## config.mk

```make
export PLATFORM = sky130hd
export DESIGN_NAME = if_fetch_unit
export DESIGN_NICKNAME = d
export VERILOG_FILES = /design/src/rtl/riscv_pkg.sv /design/src/rtl/fetch_fifo.sv /design/src/rtl/if_fetch_unit.sv
export SDC_FILE = /design/constraint.sdc
export NUM_CORES = 1
export LEC_CHECK = 0
export ABC_AREA = 1
export CORE_MARGIN = 2
export CORE_UTILIZATION = 52
export CTS_CLUSTER_SIZE = 10
export DETAILED_ROUTE_END_ITERATION = 7
export PLACE_DENSITY_LB_ADDON = 0.25
export SLEW_MARGIN = 10
export SYNTH_ARGS = -nofsm -noshare
export SYNTH_HDL_FRONTEND = slang
export SYNTH_SLANG_ARGS = --single-unit
```

## constraint.sdc

```tcl
create_clock -name clk -period 5.1 [get_ports clk]
set_clock_uncertainty 0.05 [all_clocks]
set_input_delay 1.02 -clock clk [delete_from_list [all_inputs] [get_ports clk]]
set_output_delay 1.02 -clock clk [all_outputs]
set_load 0.1 [all_outputs]
```

## src/rtl/riscv_pkg.sv

```systemverilog
// Shared RV32 definitions for the front end: XLEN, reset/NOP defaults and the
// fetch entry that moves from IF to ID.
package riscv_pkg;

    localparam int unsigned XLEN = 32;

    localparam logic [XLEN-1:0] NOP_INSTR_DEFAULT = 32'h0000_0013;
    localparam logic [XLEN-1:0] RESET_PC_DEFAULT  = 32'h0000_0000;

    typedef struct packed {
        logic [XLEN-1:0] pc;
        logic [XLEN-1:0] instr;
    } fetch_entry_t;

endpackage

```

## src/rtl/fetch_fifo.sv

```systemverilog
// Circular prefetch buffer of fetch entries with synchronous flush. The head
// entry is read straight from storage; a push becomes visible on the next cycle.
module fetch_fifo
    import riscv_pkg::*;
#(
    parameter  int unsigned DEPTH = 2,
    localparam int unsigned PW    = (DEPTH > 1) ? $clog2(DEPTH) : 1,
    localparam int unsigned CW    = $clog2(DEPTH + 1)
) (
    input  logic          clk,
    input  logic          rst,
    input  logic          push,
    input  fetch_entry_t  push_data,
    input  logic          pop,
    input  logic          flush,
    output logic [CW-1:0] count,
    output fetch_entry_t  head,
    output logic          full,
    output logic          empty
);

    fetch_entry_t    mem [DEPTH];
    logic [PW-1:0]   wr_ptr;
    logic [PW-1:0]   rd_ptr;
    logic            do_push;
    logic            do_pop;

    function automatic logic [PW-1:0] ptr_next(input logic [PW-1:0] p);
        return (p == PW'(DEPTH - 1)) ? '0 : p + PW'(1);
    endfunction

    assign empty   = (count == '0);
    assign full    = (count == CW'(DEPTH));
    assign do_pop  = pop & ~empty & ~flush;
    assign do_push = push & ~flush & (~full | do_pop);
    assign head    = mem[rd_ptr];

    always_ff @(posedge clk) begin
        if (rst || flush) begin
            wr_ptr <= '0;
            rd_ptr <= '0;
            count  <= '0;
        end else begin
            if (do_push) begin
                wr_ptr <= ptr_next(wr_ptr);
            end
            if (do_pop) begin
                rd_ptr <= ptr_next(rd_ptr);
            end
            count <= count + CW'(do_push) - CW'(do_pop);
        end
    end

    // Storage needs no reset: only entries below count are ever observed.
    always_ff @(posedge clk) begin
        if (do_push && !rst) begin
            mem[wr_ptr] <= push_data;
        end
    end

endmodule

```

## src/rtl/if_fetch_unit.sv

```systemverilog
// Instruction-fetch stage: owns the PC, issues reads to a synchronous imem,
// buffers responses in a prefetch FIFO and hands {instr, pc} to ID.
module if_fetch_unit
    import riscv_pkg::*;
#(
    parameter logic [XLEN-1:0] RESET_PC   = RESET_PC_DEFAULT,
    parameter int unsigned     FIFO_DEPTH = 2,
    parameter logic [XLEN-1:0] NOP_INSTR  = NOP_INSTR_DEFAULT
) (
    input  logic            clk,
    input  logic            rst,
    output logic            imem_en,
    output logic [XLEN-1:0] imem_addr,
    input  logic [XLEN-1:0] imem_rdata,
    output logic [XLEN-1:0] id_instr,
    output logic [XLEN-1:0] id_pc,
    output logic            id_valid,
    input  logic            id_ready,
    input  logic            br_taken,
    input  logic [XLEN-1:0] br_target
);

    localparam int unsigned CW = $clog2(FIFO_DEPTH + 1);

    logic [XLEN-1:0] fetch_pc;
    logic            inflight;
    logic            epoch;
    logic [XLEN-1:0] req_pc;
    logic            req_epoch;

    logic [CW-1:0]   fifo_count;
    fetch_entry_t    fifo_head;
    fetch_entry_t    fifo_push_data;
    logic            fifo_empty;
    logic            fifo_full_unused;
    logic            fifo_push;
    logic            pop;
    logic            issue;
    int unsigned     occupancy;

    assign id_valid = ~fifo_empty;
    assign id_instr = id_valid ? fifo_head.instr : NOP_INSTR;
    assign id_pc    = id_valid ? fifo_head.pc : '0;
    assign pop      = id_valid & id_ready;

    // Slots already claimed by buffered entries plus the outstanding read.
    assign occupancy = 32'(fifo_count) + 32'(inflight) - 32'(pop);
    assign issue     = ~rst & ~br_taken & (occupancy < FIFO_DEPTH);
    assign imem_en   = issue;
    assign imem_addr = fetch_pc;

    assign fifo_push      = inflight & (req_epoch == epoch) & ~br_taken & ~rst;
    assign fifo_push_data = '{pc: req_pc, instr: imem_rdata};

    always_ff @(posedge clk) begin
        if (rst) begin
            fetch_pc  <= RESET_PC;
            inflight  <= 1'b0;
            epoch     <= 1'b0;
            req_pc    <= RESET_PC;
            req_epoch <= 1'b0;
        end else if (br_taken) begin
            fetch_pc <= br_target & ~32'h0000_0003;
            inflight <= 1'b0;
            epoch    <= ~epoch;
        end else begin
            inflight <= issue;
            if (issue) begin
                fetch_pc  <= fetch_pc + 32'd4;
                req_pc    <= fetch_pc;
                req_epoch <= epoch;
            end
        end
    end

    fetch_fifo #(
        .DEPTH (FIFO_DEPTH)
    ) u_fifo (
        .clk       (clk),
        .rst       (rst),
        .push      (fifo_push),
        .push_data (fifo_push_data),
        .pop       (pop),
        .flush     (br_taken),
        .count     (fifo_count),
        .head      (fifo_head),
        .full      (fifo_full_unused),
        .empty     (fifo_empty)
    );

endmodule

```

==> run summary <==
Max Root-Sink Buffers: 2
Fill cells: 1182
Sw Pwr: 874 uW
detailed placement HPWL: 12800 microns
CP dominant cell by count: inv_1
vias in the first global route: 6048
grt met3 use: 0.0450
area growth from synthesis to layout: 28.3%
CP Launch Type: primary input
initial antenna violation count: 0
Synth Register Bits: 192
Max Slew Vio Count: 0
leakage power: 0.00392 uW
Post-synth EDFFs: 124
maxcap violations: 0
CTS tree: done
Compound-Gate Fraction of Synth Area: 0.107
Final setup viols: 0
Clock Latency Late Sink: 0.43 ns
DR iter-0 viols: 485
register share of total power: 0.489
routed via count: 6442
Avg WL per Cell: 15.5 microns
Final nets: 1097
ANT cells: 0
drt total wl: 19300 microns
internal power: 2690 uW
GPL Wtd Cong: 0.917
simple-gate share of the synthesized area: 0.187
maximum vdd drop: 0.000249 V
drt first pass iters: 5
H-tree levels: 4
clk slew on worst S/H paths: 0.07 ns
Crit Path Category: in -> out
CP max stage cell: clkdlybuf4s50_1
DRC Markers: 0
xor and xnor fraction of the mapped netlist area: 0.0107
Warnings, synthesis: 0
ys flop type: edfxtp_1
Async SR Flop Fraction: 0
final worst path period share: 0.846
hold_buf cts: 0
Max Fclk: 232 MHz
main combinational cell family by area after synthesis: simple AND/OR/NAND/NOR gates
GRT Overall Usage: 0.233
Comb pwr share: 0.112
RSZ-0062 raised after global routing: no
layout cell share with drive strength beyond 1: 0.0888
clock sink count: 192
HP Class: reg -> reg
routed vias/inst: 5.17
Yosys cell types: 34
Worst-Margin Slew: 1.13 ns
core area: 15300 sq um
clock buffer count from CTS: 17
Die W: 130 microns
CP Capture Type: primary output
port bufs: 159
Design Power: 3560 uW
io pins: 166
multiplexer area fraction after synthesis: 0
Setup Buffers After CTS: 0
clock share of power: 0.400
Worst Path Required: 4.03 ns
status: completed
# rows: 45
global-route wire length before repair: 29900 microns
Final Hold Viols: 0
Final Critical Period: 4.31 ns
die area: 16800 sq um
CP Max Fanout: 19
Rel. slew slack: 0.245
Seq/Total Area, Yosys: 0.620
syn avg cell area: 9.36 sq um
Switching Share: 0.245
post_cts resized: 0
worst path cell trace: clkdlybuf4s50_1 > inv_1 > nor2_2 > ha_1 > inv_1 > nand2_1 > inv_1 > fa_1 > inv_1 > and3_4 > nand2_8 > clkinv_4 > buf_12
root buf cell: clkbuf_16
sum of negative setup slack: 0 ns
Antenna Nets Post-Route: 0
Synth Area in Adders: 0.0101
pwr dens: 339 nW/um^2
Cell Area, Synth: 8200 sq um
CP peak stage delay: 0.45 ns
Data arrival, critical path: 3.24 ns
largest net degree at the start of global routing: 82
die height: 130 microns
gr busiest metal: met2
M2 GR Usage: 0.382
Initial Utilization: 0.535
total grt overflow: 0
GR met1 Demand/Resource: 0.314
Gate Count Post-Synth: 876
-- worst paths after layout --
check | startpoint | to | slack [ns] | depth (start not counted)
worst max-delay path | id_ready | imem_en | 0.79 | 13
worst min-delay path | req_pc[11] | u_fifo.mem[0][43] | 0.40 | 0
worst max register to register | u_fifo.count[1] | req_pc[31] | 1.72 | 14
worst min register to register | req_pc[11] | u_fifo.mem[0][43] | 0.40 | 0
-- cells in the final DEF (no fill, tap or decap), types with 3 or more instances in the layout --
| master | count |
|---|---|
| a21oi_1 | 104 |
| buf_4 | 39 |
| bufinv_16 | 5 |
| clkbuf_16 | 17 |
| clkdlybuf4s50_1 | 128 |
| clkinv_2 | 3 |
| clkinv_4 | 3 |
| conb_1 | 4 |
| dfxtp_1 | 67 |
| edfxtp_1 | 124 |
| ha_1 | 5 |
| inv_1 | 71 |
| inv_2 | 3 |
| nand2_1 | 241 |
| nand2_2 | 3 |
| nand3_1 | 42 |
| nand4_1 | 3 |
| nor2_1 | 68 |
| nor2_2 | 5 |
| nor2_4 | 5 |
| o21ai_0 | 35 |
| o21ai_1 | 30 |
| xor2_1 | 8 |
-- cells in the mapped netlist (all sizes together), types with 3 or more instances --
| library cell | count | area, sq um |
|---|---|---|
| o21ai | 65 | 325 |
| nor2 | 78 | 320 |
| nand2 | 245 | 943 |
| buf | 16 | 129 |
| ha | 5 | 62.6 |
| inv | 74 | 278 |
| nand3 | 42 | 210 |
| edfxtp | 124 | 3720 |
| xor2 | 8 | 70.1 |
| clkbuf | 28 | 105 |
| dfxtp | 68 | 1360 |
| a21oi | 104 | 521 |
| nand4 | 3 | 18.8 |
-- power groups by stage --
stage	Sequential (uW)	Clock, uW	Combinational, uW
2_1_floorplan	1880	0	165
3_3_place_gp	1770	0	390
3_5_place_dp	1770	0	395
4_1_cts	1740	1440	398
5_1_grt	1750	1510	422
6_report	1740	1420	398
-- kinds of logic (layout without fill, tap and decap cells) --
kind of cell	after synthesis	after routing
AND/OR/NAND/NOR	374	374
adder cells (fa/ha/maj)	6	6
other	1	4
flip-flops	192	192
AO/OA/AOI/OAI	174	174
XOR/XNOR	10	10
buffers and inverters	119	276
-- critical path, delay by kind of cell --
family / cells / cell delay, ns
buffers and inverters: 7 / 0.93
adders and majority gates: 2 / 0.68
and+or+nand+nor: 4 / 0.60
-- routing by layer --
layer	vias to the layer above	share of wire
met5	-	0
met4	0	0.014
met3	23	0.074
met2	222	0.47
met1	2996	0.44
li1	3201	-
-- per-stage QoR --
step	area [sq um]	util	std cells	hold slack, ns	worst slack, ns
after floorplan	8210	-	879	0.370	0.457
after global placement	9870	0.645	1215	0.378	0.801
after detailed placement	9870	0.645	1215	0.383	0.787
after CTS	10500	0.687	1247	0.396	0.775
after global routing	10500	0.687	1247	0.407	0.629
final	10500	0.687	1247	0.399	0.788
-- layout make-up --
class / instances / area [sq um] / area share
timing repair buffer: 169 / 1610 / 0.153
clock buffer: 18 / 429 / 0.0408
clock inverter: 14 / 211 / 0.0201
multi-input combinational: 568 / 2620 / 0.250
tap: 211 / 264 / 0.0251
sequential: 192 / 5090 / 0.484
inverter: 75 / 287 / 0.0272
-- state kept, by name, summed over array words and instances, names as in the netlist, named ones only --
| signal | flops |
|---|---|
| u_fifo.count | 2 |
| u_fifo.rd_ptr | 1 |
| req_epoch | 1 |
| imem_addr | 30 |
| req_pc | 30 |
| u_fifo.mem | 124 |
| u_fifo.wr_ptr | 1 |
| inflight | 1 |
| epoch | 1 |
Note: power is estimated with default switching activity, not from simulation.
